$ cat config.mk
export PLATFORM = sky130hd
export DESIGN_NAME = fetch_unit
export DESIGN_NICKNAME = d
export VERILOG_FILES = /design/src/rtl/fetch_unit.sv
export SDC_FILE = /design/constraint.sdc
export NUM_CORES = 1
export LEC_CHECK = 0
export BUFFER_PORTS_ARGS = -buffer_cell sky130_fd_sc_hd__buf_2
export CAP_MARGIN = 30
export CORE_ASPECT_RATIO = 1.1
export CORE_MARGIN = 5
export CORE_UTILIZATION = 25
export CTS_BUF_LIST = sky130_fd_sc_hd__clkbuf_16
export DETAILED_ROUTE_END_ITERATION = 8
export PLACE_DENSITY_LB_ADDON = 0.12
export SETUP_SLACK_MARGIN = 0.05
export SLEW_MARGIN = 20
export SYNTH_ARGS = -nofsm -noshare
export SYNTH_HDL_FRONTEND = slang
export SYNTH_SLANG_ARGS = --single-unit
$ cat constraint.sdc
create_clock -name clock -period 2 [get_ports clock]
set_clock_uncertainty 0.2 [all_clocks]
set_input_delay 0.4 -clock clock [delete_from_list [all_inputs] [get_ports clock]]
set_output_delay 0.4 -clock clock [all_outputs]
set_load 0.01 [all_outputs]
$ cat src/rtl/fetch_unit.sv
// Instruction-fetch stage: owns the PC, reads instruction memory combinationally
// and queues {pc, insn, fault} entries in a 2-entry buffer for decode.
module fetch_unit #(
  parameter logic [31:0] PC_RESET  = 32'h01000000,
  parameter logic [31:0] MEM_BYTES = 32'h00100000
) (
  input  logic        clock,
  input  logic        reset,
  output logic [31:0] imem_address,
  output logic        imem_read_write,
  output logic [31:0] imem_data_in,
  input  logic [31:0] imem_data_out,
  input  logic        redirect_valid,
  input  logic [31:0] redirect_target,
  output logic        if_valid,
  input  logic        if_ready,
  output logic [31:0] if_pc,
  output logic [31:0] if_insn,
  output logic        if_fault
);
  localparam logic [31:0] PC_LAST = PC_RESET + MEM_BYTES - 32'd4;
  localparam logic [31:0] NOP     = 32'h00000013;

  typedef struct packed {
    logic [31:0] pc;
    logic [31:0] insn;
    logic        fault;
  } fetch_ent_t;

  typedef enum logic {RUN, HALT} state_t;

  state_t      state;
  logic [31:0] pc;
  fetch_ent_t  fbuf [2];
  logic        rd_ptr, wr_ptr;
  logic [1:0]  count;

  logic        pc_legal, pop, fetch;
  fetch_ent_t  head, push_ent;

  assign imem_address    = pc;
  assign imem_read_write = 1'b0;
  assign imem_data_in    = '0;

  assign pc_legal = (pc[1:0] == 2'b00) && (pc >= PC_RESET) && (pc <= PC_LAST);
  assign pop      = if_valid && if_ready;
  assign fetch    = (state == RUN) && !redirect_valid && ((count != 2'd2) || pop);

  // An illegal PC is not issued; a NOP-shaped fault marker goes to decode instead.
  always_comb begin
    push_ent.pc    = pc;
    push_ent.insn  = pc_legal ? imem_data_out : NOP;
    push_ent.fault = !pc_legal;
  end

  assign head     = fbuf[rd_ptr];
  assign if_valid = (count != 2'd0);
  assign if_pc    = if_valid ? head.pc    : '0;
  assign if_insn  = if_valid ? head.insn  : '0;
  assign if_fault = if_valid ? head.fault : 1'b0;

  always_ff @(posedge clock or negedge reset) begin
    if (!reset) begin
      state  <= RUN;
      pc     <= PC_RESET;
      fbuf   <= '{default: '0};
      rd_ptr <= 1'b0;
      wr_ptr <= 1'b0;
      count  <= 2'd0;
    end else if (redirect_valid) begin
      // Redirect wins over fetch; a coincident pop is simply discarded with the flush.
      state  <= RUN;
      pc     <= redirect_target;
      rd_ptr <= 1'b0;
      wr_ptr <= 1'b0;
      count  <= 2'd0;
    end else begin
      if (fetch) begin
        fbuf[wr_ptr] <= push_ent;
        wr_ptr       <= ~wr_ptr;
        if (pc_legal) pc    <= pc + 32'd4;
        else          state <= HALT;
      end
      if (pop) rd_ptr <= ~rd_ptr;
      count <= count + {1'b0, fetch} - {1'b0, pop};
    end
  end
endmodule

==> reports/results.env <==
FMAX_MHz=445.9
CRIT_PATH_CELL_TRACE='buf_12 -> mux2i_1 -> nor2_1 -> buf_2'
POST_DP_CELL_AREA_UM2=9852
ASYNC_RESET_FF_SHARE_PCT=100.0
HOLD_PATH_STARTPOINT='imem_data_out[23]'
IR_DROP_V=0.0005040
FP.DIEAREA_UM2=36680
CRITPATHCAPTURETYPE='output pin'
POST_SYNTH_INSTANCE_AREA_UM2=8235
CLK_PIN_SLEW_PS=60
CRITPATHREQUIREDTIME_PS=1400
SYNTH_FA_HA_AREA_SHARE_PCT=0.6077
SYNTH.AREA.TOP_CELLS='dfrtp_1 50%, nand2_1 9.5%, mux2i_1 8.0%'
POSTLAYOUTCELLAREA_UM2=13240
REPORT.FINAL.HOLD_VIOL_COUNT=0
YOSYS.CELL_COUNT.TOP_TYPE='nand2_1'
ANTENNA_VIOLATING_NETS_POST_ROUTE=0
POWER_PER_CELL_AREA_nW_PER_UM2=1050
WHS_PATH_DEPTH=3
SYNTH-MAIN-FF-CELL='dfrtp_1'
MAIN_COMBINATIONAL_CELL_FAMILY_BY_AREA_AFTER_SYNTHESIS='simple AND/OR/NAND/NOR gates'
HOLDCRITPATHCLASS='in2reg'
MIN_DELAY_WORST_ENDPOINT='fbuf[24]$_DFFE_PN0P_'
CLKLATENCYLATEPIN_PS=420
SYNTH_SIMPLE_GATE_AREA_SHARE_PCT=17.44
CLK_PATH_BUF_DEPTH=2
STATIC-LEAKAGE-POWER_uW=0.006248
SYNTHDOMINANTCELLAREASHARE_PCT=50.44
SETUP_VIOL=147
INTERNAL_POWER_uW=9048
CTS-BUFFERS-INSERTED=17
YOSYS_REGISTER_BITS=167
WHS_PS=24.25
LAST_WEIGHTED_CONGESTION_VALUE_OF_THE_ROUTABILITY_DRIVEN_PLACER=0.7168
GR-TOTAL-OVERFLOW=0
FF_LATCH_AREA_UM2=4185
FAILED_CHECKS='setup timing'
TOTAL_SWITCHING_POWER_uW=4853
MAX_CAP_VIOL_COUNT=0
ARRIVAL_PS=1640
WL_PER_CELL_UM=19.16
CHIPWIDTH_UM=183.1
POSTLAYOUTSETUPSLACKWORST_PS=-242.6
CTS_TREE='built'
TRITONCTS_NUM_SINKS=167
PORTION_OF_TOTAL_POWER_ATTRIBUTED_TO_SEQUENTIAL_CELLS_PCT=33.7
CORE_REGION_AREA_UM2=32460
POST-ROUTE-DRC-COUNT=0
FIN_NETS=1180
SHARE_OF_LAYOUT_CELLS_ABOVE_DRIVE_STRENGTH_1_PCT=54.46
MOST_FREQUENT_CELLS_AFTER_SYNTHESIS='208 x nand2_1, 166 x dfrtp_1, 84 x nor2_1'
SYNTH_COMPOUND_AREA_SHARE_PCT=6.670
NUM_IO_PINS=199
AREA_TAKEN_BY_MULTI_INPUT_LOGIC_GATES_UM2=4716
ROUTED_VIA_DENSITY=4.397
POWER.SHARE.COMBINATIONAL_PCT=41.8
TIMING_MAX_TRANSITION_VIOLATIONS_FINAL=0
DPL.HPWL_UM=17380
NUMBER_OF_ENABLE_FLIP_FLOP_CELLS_AFTER_SYNTHESIS=0
ANTENNA_FOUND_INITIAL=1
IO_BUFFERS=165
LAYOUT_WORST_PATH_CYCLE_SHARE_PCT=112.1
WORST_PIN_SLEW_PS=630.1
DR_TOTAL_VIAS=6797
DRT-INITIAL-DRC-COUNT=289
TIMING.CRITICAL_PATH.FANOUT_MAX=21
CRITPATHLAUNCHTYPE='flop'
TIMING_WORST_SETUP_PATH_TYPE='reg2out'
CRITICAL-PATH-SLOWEST-CELL='dfrtp_4'
GRT_START_MAX_NET_PINS=41
SYNTH_CELLS=852
WIRE_LENGTH_OF_THE_FIRST_GLOBAL_ROUTING_PASS_UM=42660
REGTOREGENDPOINT='fbuf[61]$_DFFE_PN0P_'
SYNTH_TOP_AREA_CELL='dfrtp_1'
GR-USAGE-ALL-LAYERS_PCT=14.98
YOSYS-MUX-AREA-FRACTION_PCT=13.90
GRT_SETUP_UNREPAIRED='true'
SWITCHING_PART_OF_THE_TOTAL_POWER_PCT=34.91
SYNTH_WARNINGS=0
PERIOD_MINUS_SLACK_PS=2243
TIMING.REG2REG.SETUP_SLACK_PS=-110
POWER.SHARE.CLOCK_PCT=24.4
FIRST_GLOBAL_VIAS=6962
SLOWEST_STAGE_DELAY_ON_CRITICAL_PATH_PS=550
STATUS='finished with violations'
AVGSYNTHCELLAREA_UM2=9.666
CRIT-REG2REG-LAUNCH='count[1]$_DFF_PN0_'
CTS-ROOT-BUF='clkbuf_16'
SYNTH.DISTINCT_CELLS=47
NUM_ANTENNA_CELLS=0
FILLCELLCOUNT=3219
HTREE_NUM_LEVELS=4
SYNTH.YOSYS.SEQ_AREA_SHARE_PCT=50.76
SYNTHTOLAYOUTAREAGROWTH_PCT=60.80
ROWS=69
FP.DIEH_UM=200.4
START_UTIL_PCT=25.37
DETAIL_ROUTE.WIRELENGTH_UM=29630
FIRSTDRTPASSITERS=4
R2R_CELLS=7
RELSLEWSLACK_PCT=58.00
YOSYS.AREA_SHARE.XOR_XNOR_PCT=1.383
## state kept, by name, indices dropped and copies added (netlist names)
register,cells
rd_ptr,1
imem_address,32
state,1
count,2
fbuf,130
wr_ptr,1
## power by group through the flow
stage | sequential, uW | combinational [uW] | clock (uW)
final | 4690 | 5810 | 3400
after floorplan | 4510 | 2280 | 0
after CTS | 4620 | 5070 | 3510
after global placement | 4640 | 3670 | 0
after global routing | 4790 | 6240 | 3650
after detailed placement | 4650 | 3660 | 0
## stage by stage
stage	cells	TNS (ps)	util [%]	total power, uW	setup slack (ps)
2_1_floorplan	884	-0.6373	-	6795	-0.6373
3_3_place_gp	1430	-1794	30.35	8311	-133.3
3_5_place_dp	1430	-2644	30.35	8314	-155.4
4_1_cts	1519	-17960	36.70	13200	-281.6
5_1_grt	1546	-29040	40.80	14680	-320.3
6_report	1546	-16780	40.80	13900	-242.6
## cell usage in the layout (no fill, tap or decap), types with 10 or more instances in the layout
cell type and n:
dfrtp_1 164, buf_2 153, nand2_1 122, buf_4 57
mux2i_1 53, o21ai_2 51, nand2_4 49, nor2_1 46
buf_12 38, nand2_2 34, conb_1 33, clkbuf_16 31
mux2_4 30, buf_6 30, o21ai_1 28, nor2_2 21
nor2_4 18, mux2_2 13, buf_16 12, dlygate4sd3_1 12
inv_1 10
## cell type report
class	instances	share of cell area, %
clock buffer	17	3.212
clock inverter	14	1.209
inverter	10	0.3023
multi-input combinational	590	35.61
sequential	167	31.60
tap	426	4.025
timing repair buffer	322	24.04
## worst max path at each step
stage	from	end	slack (ps)	cells after the start
after global placement	imem_address[24]$_DFFE_PN1P_	imem_address[20]$_DFFE_PN0P_	-130	6
after floorplan	imem_address[24]$_DFFE_PN1P_	imem_address[14]$_DFFE_PN0P_	-0.6	5
final	rd_ptr$_DFFE_PN0P_	if_insn[12]	-240	4
after detailed placement	imem_address[24]$_DFFE_PN1P_	imem_address[20]$_DFFE_PN0P_	-160	6
after CTS	rd_ptr$_DFFE_PN0P_	if_pc[16]	-280	4
after global routing	rd_ptr$_DFFE_PN0P_	if_pc[19]	-320	4
## critical path, delay by kind of cell, from the launching register on
kind / cells / cell delay, ps
mux: 1 / 130
simple gates: 1 / 160
buf+inv: 2 / 370
flops: 1 / 550
## cells by family after synthesis
kind of cell,Yosys count
AO/OA/AOI/OAI,98
XOR/XNOR,13
adder cells (fa/ha/maj),4
buffers and inverters,130
flip-flops,167
multiplexers,109
other,1
AND/OR/NAND/NOR,330
## repair_timing
item	CTS	global route
cloned	16	19
setup buffers	30	15
pin swaps	90	89
endpoints found under the hold margin	39	0
hold buffers	12	0
endpoints found under the setup margin	165	206
gates resized for setup	229	233
## metal layers
| metal | vias up | track usage, % | wire length (um) |
|---|---|---|---|
| li1 | 3257 | - | - |
| met1 | 3366 | 20.25 | 13400 |
| met2 | 155 | 25.00 | 14670 |
| met3 | 17 | 2.921 | 1263 |
| met4 | 2 | 3.113 | 281 |
| met5 | - | 0 | 13 |
No activity file was read; power rests on OpenSTA's default activity.
